--- src/rtl/muldiv32.sv ---
// muldiv32 -- iterative 32-bit multiply/divide unit with HI/LO result registers.
// MULTU/MULT use radix-2 shift-add, DIVU/DIV use restoring division, one bit per
// cycle over 32 RUN cycles, followed by a two-cycle FIX (sign correction, then
// HI/LO write-back).
// Build option: define MULDIV_DIV_EN to include the divider datapath. Without it,
// divide ops complete immediately with a done pulse and leave HI/LO untouched.
module muldiv32 (
  input  logic        clk,
  input  logic        reset_n,
  input  logic [31:0] A,
  input  logic [31:0] B,
  input  logic [1:0]  op,
  input  logic        start,
  output logic [31:0] HI,
  output logic [31:0] LO,
  output logic        busy,
  output logic        done,
  output logic        div_by_zero
);

  typedef enum logic [1:0] {S_IDLE, S_RUN, S_FIX, S_DONE} state_t;

  state_t       r_state;
  state_t       w_state_nxt;
  logic         w_accept;
  logic         w_busy;
  logic         w_done;

  logic [5:0]   r_cnt;
  logic [63:0]  r_acc;
  logic [31:0]  r_mcand;
  logic         r_neg_a;
  logic         r_neg_b;
  logic [31:0]  r_hi;
  logic [31:0]  r_lo;
  logic         r_dbz_q;

  logic [31:0]  w_abs_a;
  logic [31:0]  w_abs_b;
  logic [32:0]  w_mul_sum;
  logic [63:0]  w_fix_acc;

`ifdef MULDIV_DIV_EN
  logic         r_is_div;
  logic         r_dbz;
  logic [32:0]  r_rem;
  logic [33:0]  w_div_sh;
  logic [33:0]  w_div_diff;
  logic         w_div_ge;
`endif

  // Magnitude of a 32-bit operand; the most negative value maps to itself.
  function automatic logic [31:0] abs32(input logic [31:0] v, input logic sgn);
    return (sgn && v[31]) ? (~v + 32'd1) : v;
  endfunction

  // Conditional two's-complement negation, 32 bits.
  function automatic logic [31:0] neg32(input logic [31:0] v, input logic en);
    return en ? (~v + 32'd1) : v;
  endfunction

  // Conditional two's-complement negation, 64 bits.
  function automatic logic [63:0] neg64(input logic [63:0] v, input logic en);
    return en ? (~v + 64'd1) : v;
  endfunction

  assign HI          = r_hi;
  assign LO          = r_lo;
  assign busy        = w_busy;
  assign done        = w_done;
  assign div_by_zero = r_dbz_q;

  // Operand magnitudes and one iteration step of the shared datapath.
  always_comb begin
    w_abs_a   = abs32(A, op[0]);
    w_abs_b   = abs32(B, op[0]);
    w_mul_sum = {1'b0, r_acc[63:32]} + (r_acc[0] ? {1'b0, r_mcand} : 33'd0);
`ifdef MULDIV_DIV_EN
    w_div_sh   = {r_rem, r_acc[31]};
    w_div_diff = w_div_sh - {2'b00, r_mcand};
    w_div_ge   = ~w_div_diff[33];
`endif
  end

  // Sign-corrected result assembled during the first FIX cycle.
  always_comb begin
    w_fix_acc = neg64(r_acc, r_neg_a ^ r_neg_b);
`ifdef MULDIV_DIV_EN
    if (r_is_div) begin
      w_fix_acc[63:32] = neg32(r_rem[31:0], r_neg_a);
      w_fix_acc[31:0]  = r_dbz ? 32'hFFFF_FFFF : neg32(r_acc[31:0], r_neg_a ^ r_neg_b);
    end
`endif
  end

  // FSM state register.
  always_ff @(posedge clk or negedge reset_n) begin
    if (!reset_n) r_state <= S_IDLE;
    else          r_state <= w_state_nxt;
  end

  // FSM next-state and status outputs.
  always_comb begin
    w_state_nxt = r_state;
    w_accept    = start && ((r_state == S_IDLE) || (r_state == S_DONE));
    w_busy      = (r_state == S_RUN) || (r_state == S_FIX);
    w_done      = (r_state == S_DONE);
    case (r_state)
      S_IDLE, S_DONE: begin
        if (w_accept) begin
`ifdef MULDIV_DIV_EN
          w_state_nxt = S_RUN;
`else
          w_state_nxt = op[1] ? S_DONE : S_RUN;
`endif
        end else begin
          w_state_nxt = S_IDLE;
        end
      end
      S_RUN:   if (r_cnt == 6'd31) w_state_nxt = S_FIX;
      S_FIX:   if (r_cnt == 6'd33) w_state_nxt = S_DONE;
      default: w_state_nxt = S_IDLE;
    endcase
  end

  // Operand capture on accept, iteration in RUN, sign correction in FIX.
  always_ff @(posedge clk or negedge reset_n) begin
    if (!reset_n) begin
      r_cnt    <= 6'd0;
      r_acc    <= 64'd0;
      r_mcand  <= 32'd0;
      r_neg_a  <= 1'b0;
      r_neg_b  <= 1'b0;
`ifdef MULDIV_DIV_EN
      r_is_div <= 1'b0;
      r_dbz    <= 1'b0;
      r_rem    <= 33'd0;
`endif
    end else if (w_accept) begin
      r_cnt   <= 6'd0;
      r_neg_a <= op[0] & A[31];
      r_neg_b <= op[0] & B[31];
`ifdef MULDIV_DIV_EN
      r_is_div <= op[1];
      r_dbz    <= op[1] && (B == 32'd0);
      r_rem    <= 33'd0;
      if (op[1]) begin
        r_mcand <= w_abs_b;
        r_acc   <= {32'd0, w_abs_a};
      end else begin
        r_mcand <= w_abs_a;
        r_acc   <= {32'd0, w_abs_b};
      end
`else
      r_mcand <= w_abs_a;
      r_acc   <= {32'd0, w_abs_b};
`endif
    end else if (r_state == S_RUN) begin
      r_cnt <= r_cnt + 6'd1;
`ifdef MULDIV_DIV_EN
      if (r_is_div) begin
        r_rem        <= w_div_ge ? w_div_diff[32:0] : w_div_sh[32:0];
        r_acc[31:0]  <= {r_acc[30:0], w_div_ge};
      end else begin
        r_acc <= {w_mul_sum, r_acc[31:1]};
      end
`else
      r_acc <= {w_mul_sum, r_acc[31:1]};
`endif
    end else if (r_state == S_FIX) begin
      r_cnt <= r_cnt + 6'd1;
      if (r_cnt == 6'd32) r_acc <= w_fix_acc;
    end
  end

  // HI/LO and fault flag are written only on the FIX-to-DONE edge.
  always_ff @(posedge clk or negedge reset_n) begin
    if (!reset_n) begin
      r_hi    <= 32'd0;
      r_lo    <= 32'd0;
      r_dbz_q <= 1'b0;
    end else if ((r_state == S_FIX) && (r_cnt == 6'd33)) begin
      r_hi <= r_acc[63:32];
      r_lo <= r_acc[31:0];
`ifdef MULDIV_DIV_EN
      r_dbz_q <= r_dbz;
`else
      r_dbz_q <= 1'b0;
`endif
    end
  end

endmodule

--- config.mk ---
export PLATFORM = sky130hd
export DESIGN_NAME = muldiv32
export DESIGN_NICKNAME = d
export VERILOG_FILES = /design/src/rtl/muldiv32.sv
export SDC_FILE = /design/constraint.sdc
export NUM_CORES = 1
export LEC_CHECK = 0
export CAP_MARGIN = 20
export CORE_ASPECT_RATIO = 0.75
export CORE_MARGIN = 2
export CORE_UTILIZATION = 52
export CTS_CLUSTER_DIAMETER = 40
export DETAILED_ROUTE_END_ITERATION = 10
export PLACE_DENSITY = 0.84
export RECOVER_POWER = 25
export SLEW_MARGIN = 0
export SYNTH_ARGS = -nofsm -noshare
export SYNTH_HDL_FRONTEND = slang
export SYNTH_SLANG_ARGS = --single-unit
--- constraint.sdc ---
create_clock -name clk -period 3.3 [get_ports clk]
set_clock_uncertainty 0.05 [all_clocks]
set_input_delay 0.495 -clock clk [delete_from_list [all_inputs] [get_ports clk]]
set_output_delay 0.495 -clock clk [all_outputs]
set_load 0.05 [all_outputs]
==> results.py <==
metrics = {
    "critical_path": {
        "crit_type": "flip-flop to flip-flop",
        "crit_fanout": 3,
        "max_stage_delay_ps": 460,
        "critical_path.top_delay_family": "simple AND/OR/NAND/NOR gates",
        "crit_arrival_ps": 3590,
        "endpoint_kind": "flip-flop",
        "path_common_cell": "buf_4",
        "crit_chain": "and2_1, ha_2, inv_1, fa_2, nor2b_2, o211ai_1, a311oi_2, buf_4, nor4b_4, o41ai_4, buf_4, nand2_2, or4b_4, a21oi_2",
        "slowest_stage": "or4b_4",
        "crit_required_ps": 3610,
        "cp_num_buf_inv": 3,
        "critPathLaunchType": "flip-flop",
    },
    "layout": {
        "utilization": 0.654,
        "fin_area_um2": 14300,
        "layout_common_cells": "dfrtp_1 (170), nand2_1 (136), clkdlybuf4s50_1 (133)",
        "area_delta_synth_final_pct": 24.3,
        "drive_gt1_frac": 0.161,
        "final_common_cell": "dfrtp_1",
        "nets": 1579,
    },
    "route": {
        "via_count": 10600,
        "vias_per_cell": 5.94,
        "wl_per_cell_um": 17.9,
        "postRouteAntennaNets": 0,
        "drtIter0Drc": 881,
        "drcViolationCount": 0,
        "wirelength_mm": 31.8,
        "drt_pass1_iterations": 6,
    },
    "clock_tree": {
        "clk_pin_slew_ps": 70,
        "clockRootBuffer": "clkbuf_16",
        "clkLatencyLatePin_ps": 440,
        "cts_tree": "done",
        "clock-sinks": 170,
        "cts_buffer_depth": 2,
        "cts_buffers": 17,
        "htreeDepth": 4,
    },
    "die": {
        "chipWidth_um": 176,
        "dieArea_um2": 23400,
        "num_rows": 47,
        "pin_count": 136,
        "start_util": 0.526,
        "dieHeight_um": 133,
        "core-area_um2": 21900,
    },
    "yosys": {
        "synth_top_family_by_area": "compound AO/OA/AOI/OAI gates",
        "syn_area_per_cell_um2": 8.85,
        "ys_warn_count": 0,
        "ys_seq_area_frac": 0.369,
        "yosys_register_bits": 170,
        "synth_compound_area_frac": 0.194,
        "syn-num-nets": 1414,
        "synthSimpleGateAreaFrac": 0.186,
        "synthFlopType": "dfrtp_1",
        "synth_xor_area_frac": 0.100,
        "syn_area_um2": 11500,
        "ys_async_sr_fraction": 1.00,
        "synthAdderAreaFrac": 0.0462,
        "synth_edf_count": 0,
        "synth_cells": 1303,
        "yosysUniqueCellTypes": 77,
        "synthMuxAreaShare": 0.0673,
    },
    "sta": {
        "fmax_mhz": 304,
        "report.final.slew_viol_count": 65,
        "worst_pin_slew_ps": 1650,
        "hold_viol_final": 0,
        "rsz0062_at_grt": "true",
        "slew_headroom": -0.0986,
        "timing.final.crit_share": 0.997,
        "min_period_ps": 3290,
        "setup_violations": 0,
        "hold_ws_ps": 424,
    },
    "pwr": {
        "p_int_mw": 6.56,
        "p_sw_mw": 5.61,
        "power.density_nw_per_um2": 848,
        "p_clk_frac": 0.167,
        "p_sw_frac": 0.461,
        "peakVddDrop_mv": 0.518,
        "p_comb_frac": 0.533,
        "seqPwrFrac": 0.301,
        "p_leak_nw": 6.42,
    },
    "global_routing": {
        "grt_overflow_total": 0,
        "grt_pass1_wl_mm": 51.8,
        "grt_max_degree": 135,
        "grtUsageTotal": 0.275,
        "grt_pass1_vias": 10100,
        "antenna_found_initial": 1,
    },
    "status": {
        "violations": "max-capacitance violations, max-slew violations",
        "status": "complete, but fails checks",
    },
    "placed_design": {
        "gp_congestion": 0.907,
        "port_buffers": 134,
        "dpl_cell_area_um2": 13600,
        "dp_hpwl_mm": 23.1,
    },
    "run": {
        "maxCapViolations": 1,
    },
    "min_path": {
        "hold_path.class": "flip-flop to flip-flop",
    },
}
logic make-up (layout without fill, tap and decap cells):
| family | Yosys count | count (layout) |
|---|---|---|
| buffers and inverters | 106 | 284 |
| XOR/XNOR | 132 | 132 |
| flip-flops | 170 | 170 |
| other | 1 | 2 |
| adder cells (fa/ha/maj) | 42 | 42 |
| multiplexers | 70 | 70 |
| AO/OA/AOI/OAI | 360 | 360 |
| AND/OR/NAND/NOR | 422 | 422 |
final timing paths:
path                                    end  cells past startpoint   startpoint  slack (ps)
worst max-delay path              r_acc[55]                     14   r_mcand[0]          10
worst min-delay path            r_mcand[29]                      2  r_mcand[29]         420
worst max register to register    r_acc[55]                     14   r_mcand[0]          10
worst min register to register  r_mcand[29]                      2  r_mcand[29]         420
max in group asynchronous             LO[7]                      3      reset_n         680
min in group asynchronous             LO[4]                      2      reset_n         930
power groups by stage:
stage                     registers [mW]  clock network (mW)  logic [mW]
after floorplan                     3.83                   0        3.97
after detailed placement            3.65                   0        6.27
after global routing                3.74                2.14        7.09
after CTS                           3.62                2.04        6.33
final                               3.66                2.03        6.48
after global placement              3.62                   0        6.08
flip-flops by register name, summed over array words and instances, names as in the netlist:
register / flops
r_acc: 64
HI: 32
LO: 32
r_mcand: 32
r_cnt: 6
r_state: 2
r_neg_a: 1
r_neg_b: 1
repair_timing:
action | in CTS | in global routing
hold endpoints to repair | 2 | 0
pin swaps | 0 | 5
setup buffers | 0 | 3
resized for setup | 2 | 21
endpoints found under the setup margin | 2 | 20
hold buffers | 1 | 0
layer usage:
metal,share of wire,wire [um],up-vias,track usage
li1,-,-,4992,-
met1,0.46,14700,5126,0.403
met2,0.46,14700,388,0.433
met3,0.061,1930,50,0.0333
met4,0.017,536,0,0.0762
met5,0,0,-,0
per-stage QoR:
step	total power, mW	setup TNS (ps)	instances	setup WS (ps)
floorplan	7.80	0	1303	73.0
global placement	9.70	0	1739	133
detailed placement	9.91	0	1739	3.15
CTS	12.0	0	1772	62.6
global route	13.0	-347	1775	-143
finish	12.2	0	1776	10.6
cells in the mapped netlist, types with 32 or more instances:
library cell | count | area share
nand2_1 | 138 | 0.045
o21ai_0 | 112 | 0.049
clkbuf_1 | 57 | 0.019
mux2_2 | 60 | 0.059
ha_1 | 41 | 0.044
and2_1 | 38 | 0.021
xnor2_1 | 61 | 0.046
a21oi_1 | 97 | 0.042
nor3_1 | 32 | 0.014
nor2_1 | 88 | 0.029
xor2_1 | 71 | 0.054
dfrtp_1 | 170 | 0.37
final cells by class:
type	instances	area [um^2]
Sequential cell	170	4250
Fill cell	1756	7590
Multi-Input combinational cell	1027	7020
Timing Repair Buffer	221	2000
Clock buffer	17	425
Clock inverter	15	158
Antenna cell	1	2.50
Tap cell	294	368
Inverter	31	116
worst reg2reg max path: cells and delay by family, from the launching register on:
kind,cells,cell delay (ps)
AND/OR/NAND/NOR,5,1090
adder cells (fa/ha/maj),2,390
buffers and inverters,3,430
flip-flops,1,380
AO/OA/AOI/OAI,4,860
Note: power is estimated with default switching activity, not from simulation.
